<file path="config.mk">
export PLATFORM = sky130hd
export DESIGN_NAME = if_refill
export DESIGN_NICKNAME = d
export VERILOG_FILES = /design/src/rtl/if_pkg.sv /design/src/rtl/if_refill.sv
export SDC_FILE = /design/constraint.sdc
export NUM_CORES = 1
export LEC_CHECK = 0
export BUFFER_PORTS_ARGS = -buffer_cell sky130_fd_sc_hd__buf_2
export CAP_MARGIN = 20
export CORE_AREA = 2 2 140 142
export CTS_CLUSTER_DIAMETER = 150
export DETAILED_ROUTE_END_ITERATION = 8
export DIE_AREA = 0 0 142 144
export SLEW_MARGIN = 20
export SYNTH_ARGS = -nofsm -noshare
export SYNTH_HDL_FRONTEND = slang
export SYNTH_SLANG_ARGS = --single-unit
</file>
<file path="constraint.sdc">
create_clock -name clk -period 2.3 [get_ports clk]
set_input_delay 0 -clock clk [delete_from_list [all_inputs] [get_ports clk]]
set_output_delay 0 -clock clk [all_outputs]
set_load 0.01 [all_outputs]
</file>
<file path="src/rtl/if_pkg.sv">
// rtl/if_pkg.sv - refill engine states, AXI read constants and default cache geometry
package if_pkg;

  localparam int WAYS      = 2;
  localparam int NUM_SETS  = 512;
  localparam int BLK_WORDS = 8;
  localparam int SET_BITS  = $clog2(NUM_SETS);
  localparam int OFF_BITS  = $clog2(BLK_WORDS);
  localparam int BYTE_BITS = 3;
  localparam int LINE_LSB  = OFF_BITS + BYTE_BITS;
  localparam int TAG_BITS  = 64 - SET_BITS - LINE_LSB;

  localparam logic [1:0] BURST_INCR = 2'b01;
  localparam logic [2:0] SIZE_8B    = 3'b011;
  localparam logic [1:0] RESP_OKAY  = 2'b00;
  localparam logic [7:0] AR_LEN     = 8'(BLK_WORDS - 1);

  typedef enum logic [2:0] {
    S_IDLE,
    S_AR,
    S_R,
    S_COMMIT,
    S_COOL
  } refill_state_e;

  // Fill an invalid way first; with both ways valid the LRU bit names the victim.
  function automatic logic pick_victim(input logic [WAYS-1:0] valid, input logic lru);
    if (!valid[0])      return 1'b0;
    else if (!valid[1]) return 1'b1;
    else                return lru;
  endfunction

endpackage

</file>
<file path="src/rtl/if_refill.sv">
// rtl/if_refill.sv - instruction-cache miss service: one INCR burst per block, then valid/tag commit
module if_refill
  import if_pkg::*;
(
  input  logic                  clk,
  input  logic                  reset_n,
  input  logic                  IF_miss,
  input  logic [63:0]           IF_addr,
  input  logic [WAYS-1:0]       way_valid,
  input  logic                  lru_in,
  output logic [SET_BITS-1:0]   lookup_set,
  output logic [63:0]           m_axi_araddr,
  output logic [7:0]            m_axi_arlen,
  output logic [2:0]            m_axi_arsize,
  output logic [1:0]            m_axi_arburst,
  output logic                  m_axi_arvalid,
  input  logic                  m_axi_arready,
  input  logic [63:0]           m_axi_rdata,
  input  logic [1:0]            m_axi_rresp,
  input  logic                  m_axi_rlast,
  input  logic                  m_axi_rvalid,
  output logic                  m_axi_rready,
  output logic                  fill_we,
  output logic [SET_BITS-1:0]   fill_set,
  output logic                  fill_way,
  output logic [OFF_BITS-1:0]   fill_word,
  output logic [63:0]           fill_data,
  output logic                  tag_we,
  output logic [TAG_BITS:0]     tag_wdata,
  output logic                  refill_done,
  output logic                  refill_err,
  output logic                  busy
);

  refill_state_e         state;
  logic [SET_BITS-1:0]   set_q;
  logic [TAG_BITS-1:0]   tag_q;
  logic                  way_q;
  logic [OFF_BITS-1:0]   cnt;
  logic                  err_q;
  logic                  beat;
  logic                  last_cnt;
  logic                  beat_err;
  logic                  err_next;
  logic                  unused_addr_bits;

  assign m_axi_arlen   = AR_LEN;
  assign m_axi_arsize  = SIZE_8B;
  assign m_axi_arburst = BURST_INCR;

  assign beat     = m_axi_rready & m_axi_rvalid;
  assign last_cnt = (cnt == OFF_BITS'(BLK_WORDS - 1));
  // The beat counter decides the end of the burst; rlast only has to agree with it.
  assign beat_err = (m_axi_rresp != RESP_OKAY) | (m_axi_rlast != last_cnt);
  assign err_next = err_q | beat_err;

  assign lookup_set = (state == S_IDLE) ? IF_addr[LINE_LSB +: SET_BITS] : set_q;
  assign fill_we    = beat;
  assign fill_set   = set_q;
  assign fill_way   = way_q;
  assign fill_word  = cnt;
  assign fill_data  = beat ? m_axi_rdata : '0;
  assign busy       = (state != S_IDLE);

  assign unused_addr_bits = ^IF_addr[LINE_LSB-1:0];

  always_ff @(posedge clk) begin
    if (!reset_n) begin
      state         <= S_IDLE;
      set_q         <= '0;
      tag_q         <= '0;
      way_q         <= 1'b0;
      cnt           <= '0;
      err_q         <= 1'b0;
      m_axi_araddr  <= '0;
      m_axi_arvalid <= 1'b0;
      m_axi_rready  <= 1'b0;
      tag_we        <= 1'b0;
      tag_wdata     <= '0;
      refill_done   <= 1'b0;
      refill_err    <= 1'b0;
    end else begin
      tag_we      <= 1'b0;
      tag_wdata   <= '0;
      refill_done <= 1'b0;
      refill_err  <= 1'b0;
      case (state)
        S_IDLE: begin
          if (IF_miss) begin
            m_axi_araddr  <= {IF_addr[63:LINE_LSB], {LINE_LSB{1'b0}}};
            set_q         <= IF_addr[LINE_LSB +: SET_BITS];
            tag_q         <= IF_addr[63 -: TAG_BITS];
            way_q         <= pick_victim(way_valid, lru_in);
            m_axi_arvalid <= 1'b1;
            state         <= S_AR;
          end
        end
        S_AR: begin
          if (m_axi_arready) begin
            m_axi_arvalid <= 1'b0;
            m_axi_rready  <= 1'b1;
            cnt           <= '0;
            err_q         <= 1'b0;
            state         <= S_R;
          end
        end
        S_R: begin
          if (beat) begin
            cnt   <= cnt + OFF_BITS'(1);
            err_q <= err_next;
            if (last_cnt) begin
              m_axi_rready <= 1'b0;
              tag_we       <= ~err_next;
              tag_wdata    <= err_next ? '0 : {1'b1, tag_q};
              refill_done  <= ~err_next;
              refill_err   <= err_next;
              state        <= S_COMMIT;
            end
          end
        end
        S_COMMIT: state <= S_COOL;
        S_COOL:   state <= S_IDLE;
        default:  state <= S_IDLE;
      endcase
    end
  end

endmodule
</file>
* After elaboration in Yosys (flattened, before gate mapping)
Index checks and enable logic that the tools add are counted.
** Storage, ports and cells
- Input port bits :: 139
- Register bits after elaboration :: 178
- Output and inout port bits :: 220
- Word-level logic and storage cells :: 65
** Operators by class
- Muxes and demuxes :: 22
- Equality and inequality tests :: 9
- Reductions and logical operators :: 12
- Bitwise logic cells :: 8
- $add $sub $neg :: 1
** Operators with widths (count)
- 64-bit 2-to-1 mux :: 1
- 50-bit 2-to-1 mux :: 1
- 3-bit 2-to-1 mux :: 6
- 3-bit case mux with 4 select lines :: 1
- 4-bit AND reduction :: 3
- 9-bit 2-to-1 mux :: 1
- 1-bit 2-to-1 mux :: 8
- 2-bit inequality test, second input constant :: 4
- 3-bit by 2-bit == test with 1-bit output, second input constant :: 2
- 1-bit case mux with 2 select lines :: 3
- 3-bit case mux with 2 select lines :: 1
- 3-bit AND reduction :: 2
- 2-bit nonzero test :: 3
- 1-bit inverter :: 5
- 5-bit OR reduction :: 1
- 3-bit by 1-bit adder with 3-bit output, second input constant :: 1
- 3-bit by 1-bit == test with 1-bit output, second input constant :: 1
- 3-bit == test, second input constant :: 1
- 3-bit logical NOT :: 1
- 3-bit nonzero test :: 1
- 1-bit OR :: 2
- 2-bit AND reduction :: 1
- 1-bit AND :: 1
- 1-bit inequality test :: 1

* Longest topological paths before layout
- Depth in word-level cells :: 6
- Mapped depth :: 7
- Gate-level depth less buffers :: 5

* Least setup slack after synthesis
No wires, ideal clock.
- Path kind :: reg2reg
- Start point :: register state[0]
- End point :: register set_q[0], in the netlist fill_set[0]
- Path slack :: 0.747 ns
- Library setup time :: 0.132 ns
- Path buffers :: 4
- Required time :: 2.168 ns
- Arrival :: 1.420 ns
- Cell stages (with the launch flop) :: 8
- Period minus slack after synthesis :: 1.553 ns
- Cells stage by stage :: dfxtp_1 > buf_2 > or4b_4 > buf_6 > buf_6 > buf_6 > nand2_1 > a21oi_1
** On the way
- Word-level cells in the longest chain between the ends :: 2
** Ends and longest elaborated chain
- from (decl) :: line if_refill.sv:35 : refill_state_e state;
- from (signal assigned) :: line if_refill.sv:69 : state <= S_IDLE;
- from (signal assigned) :: line if_refill.sv:95 : state <= S_AR;
- from (signal assigned) :: line if_refill.sv:104 : state <= S_R;
- 3-bit logical NOT :: line if_refill.sv:87 : case (state)
- 2-bit AND reduction (no line)
- to (signal assigned) :: line if_refill.sv:91 : set_q <= IF_addr[LINE_LSB +: SET_BITS];
- to (decl) :: line if_refill.sv:36 : logic [SET_BITS-1:0] set_q;
No other way between the ends.
A chain may end at the register's enable or synchronous reset.

* Final worst setup path
- Start point :: register state[1]
- End point :: register set_q[5], in the netlist fill_set[5]
The elaborated chain is that of the path after synthesis.

==> summary.txt <==
Critical path
  • Worst stage delay on the critical path: 0.76 ns
  • CP Buf/Inv Count: 1
  • Startpoint Class: flip-flop
  • Setup Crit Path Kind: reg -> reg
  • CP Max Fanout: 15
  • CP required: around 2.6 ns
  • Crit path arrival time: 2.41 ns
  • Worst reg2reg setup slack: 0.18 ns
  • Startpoint of the worst register-to-register path: state[1]
  • CP Cell Sequence: or4b_4, nand2_1, a21oi_1, dlygate4sd3_1
  • Worst Reg-to-Reg Cells: 4
  • Top cell family by delay on the critical path: simple AND/OR/NAND/NOR gates
  • R2R Path End: fill_set[5]
  • Slowest cell on the critical path: or4b_4
  • CP endpoint kind: flip-flop

Place
  • Inst Count DP: approximately 1.1k
  • Area of placed instances: 6390 sq um
  • GP Congestion: 0.817
  • PortBufs: 333
  • DPL Wire Length: 10200 microns

Synth
  • Synthesized area: 4700 sq um
  • Seq/Total Area, Yosys: 50.7%
  • Number of synthesized flops with an enable pin: 0
  • Synth Warn #: 0
  • Share of the synthesized area in the top cell type: 50.7%
  • Syn Inst Count: 535
  • Async SR Flop Fraction: 0%
  • Synth Flop Type: dfxtp_1
  • Area leader, netlist: dfxtp_1
  • Synth cell types: 36
  • Largest cells by area after synthesis: dfxtp_1, nand2_1, and3_1
  • Flops & latches, synth: about 120
  • Avg Inst Size Synth: around 8.8 sq um

Detailed routing
  • DRT Pass-1 Iters: 5
  • Iter 0 DRT Violations: 186
  • DR vias: slightly below 5k
  • Per-cell routed wire length: around 14 microns
  • Via-per-instance ratio: 4.20
  • Total Routed Length: 15900 microns
  • Remaining DRCs: 0
  • Antenna-violating nets left: 0

Hold path
  • Hold crit path type: in -> reg
  • Hold path depth: 4
  • End of the worst hold path: refill_err
  • Hold Startpoint: m_axi_rlast

Layout
  • Final non-filler cell total: 1162
  • Cell area after layout: 7710 sq um
  • Layout cells sized above 1: 42.4%
  • Area Overhead vs Synth: 63.9%
  • # nets final: 1051

Die
  • Rows: 51
  • Die Wd: about 140 microns
  • Core box area: between 15000 and 20000 sq um
  • Die area: 20400 sq um
  • Starting Density: 24.6%
  • IO Count: 359
  • Chip height: ~140 microns

Clocking
  • Worst-Skew Late Latency: slightly above 0.4 ns
  • Clock sink count: 119
  • Clock-pin slew on the worst setup and hold paths: 0.06 ns
  • Number of H-tree levels: 4
  • Setup bufs post-CTS: 0
  • Root Driver: clkbuf_16
  • Total clock buffers created by CTS: 17
  • Post-CTS Resized: 0
  • TritonCTS clock tree: built
  • Clock Tree Buf Depth: 2

STA
  • Minimum clock period: roughly 2.1 ns
  • Worst Max-Slew Pin Slew: just under 0.8 ns
  • Slew margin rel.: between 40% and 50%
  • Setup Viol. Count Final: 0
  • Final Hold Vio Count: 0
  • Fmax: 472 MHz
  • Clk_skew: 0.0140 ns
  • Max-slew violations: 0
  • Hold slack: 0.0896 ns
  • Setup_tns: 0 ns
  • Final worst-path cycle share: 92.2%
  • Unrepaired setup endpoints after global routing: no

Run
  • Max-cap viol count: 0

Pwr
  • P_sw: 1.48 mW
  • Clock power share: 48.7%
  • Sequential share of power: 38.6%
  • Power share of the combinational group: between 10 and 15%
  • Leakage: ~4.2 nW
  • Sw frac: about a quarter
  • Worst VDD drop: 0.480 mV
  • Cell-internal power: 4.23 mW
  • Tot Pwr: 5.71 mW
  • P per Cell Area: about 740 nW/um^2

Global route
  • First-pass GRT wire length: 22700 microns
  • Largest net degree at the start of global routing: 69
  • GRT Total Usage: 14.0%
  • Total grt overflow: 0
  • Antenna violations before repair: 0
  • Vias in the first global route: 4410

Status
  • Status: completed
kinds of logic (layout without fill, tap and decap cells):
| group | Yosys count | in the layout | synth area share, % |
|---|---|---|---|
| adders and majority gates | 2 | 2 | 0.532 |
| other | 2 | 20 | 0.160 |
| AOI/OAI and AO/OA | 71 | 71 | 8.36 |
| buffers and inverters | 76 | 445 | 9.53 |
| DFF | 119 | 119 | 50.7 |
| muxes | 10 | 10 | 2.37 |
| xor gates and xnor gates | 1 | 1 | 0.186 |
| and+or+nand+nor | 254 | 256 | 28.2 |
per-stage QoR:
| step | setup slack (ns) | util [%] |
|---|---|---|
| 2_1_floorplan | 0.747 | - |
| 3_3_place_gp | 0.553 | 33.5 |
| 3_5_place_dp | 0.547 | 33.5 |
| 4_1_cts | 0.0463 | 40.3 |
| 5_1_grt | 0.0738 | 40.4 |
| 6_report | 0.180 | 40.4 |
cell usage after synthesis (2+ instances only):
master and count:
clkbuf_1 21, clkbuf_2 3, or3_1 2, ha_1 2, mux2_2 9, inv_1 4
nand2b_1 2, a21oi_1 61, buf_4 30, o21a_1 2, and2_1 50, buf_2 13
a32o_1 2, buf_6 4, a31o_2 2, and3_1 64, nand2_1 120, nor2_1 4
dfxtp_1 119, nand3_1 3, nor3_1 2, conb_1 2
area by class of cell:
| type | instances | area (sq um) |
|---|---|---|
| Antenna cell | 1 | 2.50 |
| Fill cell | 1900 | 11400 |
| Clock buffer | 18 | 429 |
| Timing Repair Buffer | 408 | 2420 |
| Inverter | 5 | 18.8 |
| Multi-Input combinational cell | 359 | 1960 |
| Sequential cell | 119 | 2380 |
| Clock inverter | 14 | 186 |
| Tap cell | 238 | 298 |
what timing repair did:
action / 4_1_cts / 5_1_grt
hold endpoints to repair: 62 / 0
setup endpoints to repair: 0 / 6
hold buffers: 68 / 0
layer usage:
metal	GRT usage [%]	up-vias	routed length, microns
li1	-	2469	-
met1	17.5	2188	7400
met2	23.6	208	7390
met3	3.48	15	882
met4	5.16	2	243
met5	0	-	6
power by group through the flow:
| stage | sequential [mW] | clock [mW] | combinational, mW |
|---|---|---|---|
| finish | 2.21 | 2.78 | 0.727 |
| global route | 2.22 | 2.93 | 0.799 |
| CTS | 2.20 | 2.86 | 0.718 |
| detailed placement | 2.25 | 0 | 0.623 |
| global placement | 2.24 | 0 | 0.620 |
| floorplan | 2.27 | 0 | 0.339 |
worst reg2reg max path: cells and delay by family (launching register included):
family                 cells  cell delay, ns
flip-flops                 1            0.50
buffers and inverters      1            0.56
AO/OA/AOI/OAI              1            0.07
AND/OR/NAND/NOR            2            0.89
worst max-delay path by stage:
stage	start	end	slack, ns	cells past startpoint
2_1_floorplan	state[0]	fill_set[0]	0.75	7
3_3_place_gp	state[1]	tag_wdata[21]	0.55	4
3_5_place_dp	state[2]	tag_q[3]	0.55	3
4_1_cts	state[2]	fill_set[5]	0.05	4
5_1_grt	state[1]	m_axi_araddr[14]	0.07	4
6_report	state[1]	fill_set[5]	0.18	4
layout by cell type (no fill, tap or decap), types with 3 or more instances in the layout:
cell type,count
bufinv_16,3
dfxtp_1,119
nor2_1,4
inv_6,7
dlygate4sd3_1,68
clkbuf_16,17
conb_1,19
mux2_2,9
a21oi_1,61
buf_2,333
nand2_1,120
inv_1,4
nand3_1,3
and2_1,50
and3_1,64
buf_4,5
sequential cells by signal, summed over array words and instances, names as in the netlist:
signal         flops
err_q              1
fill_set           8
fill_way           1
fill_word          3
m_axi_araddr       1
m_axi_arvalid      1
m_axi_rready       1
refill_err         1
state              3
tag_q             49
tag_wdata         50
No activity file was read; power rests on OpenSTA's default activity.
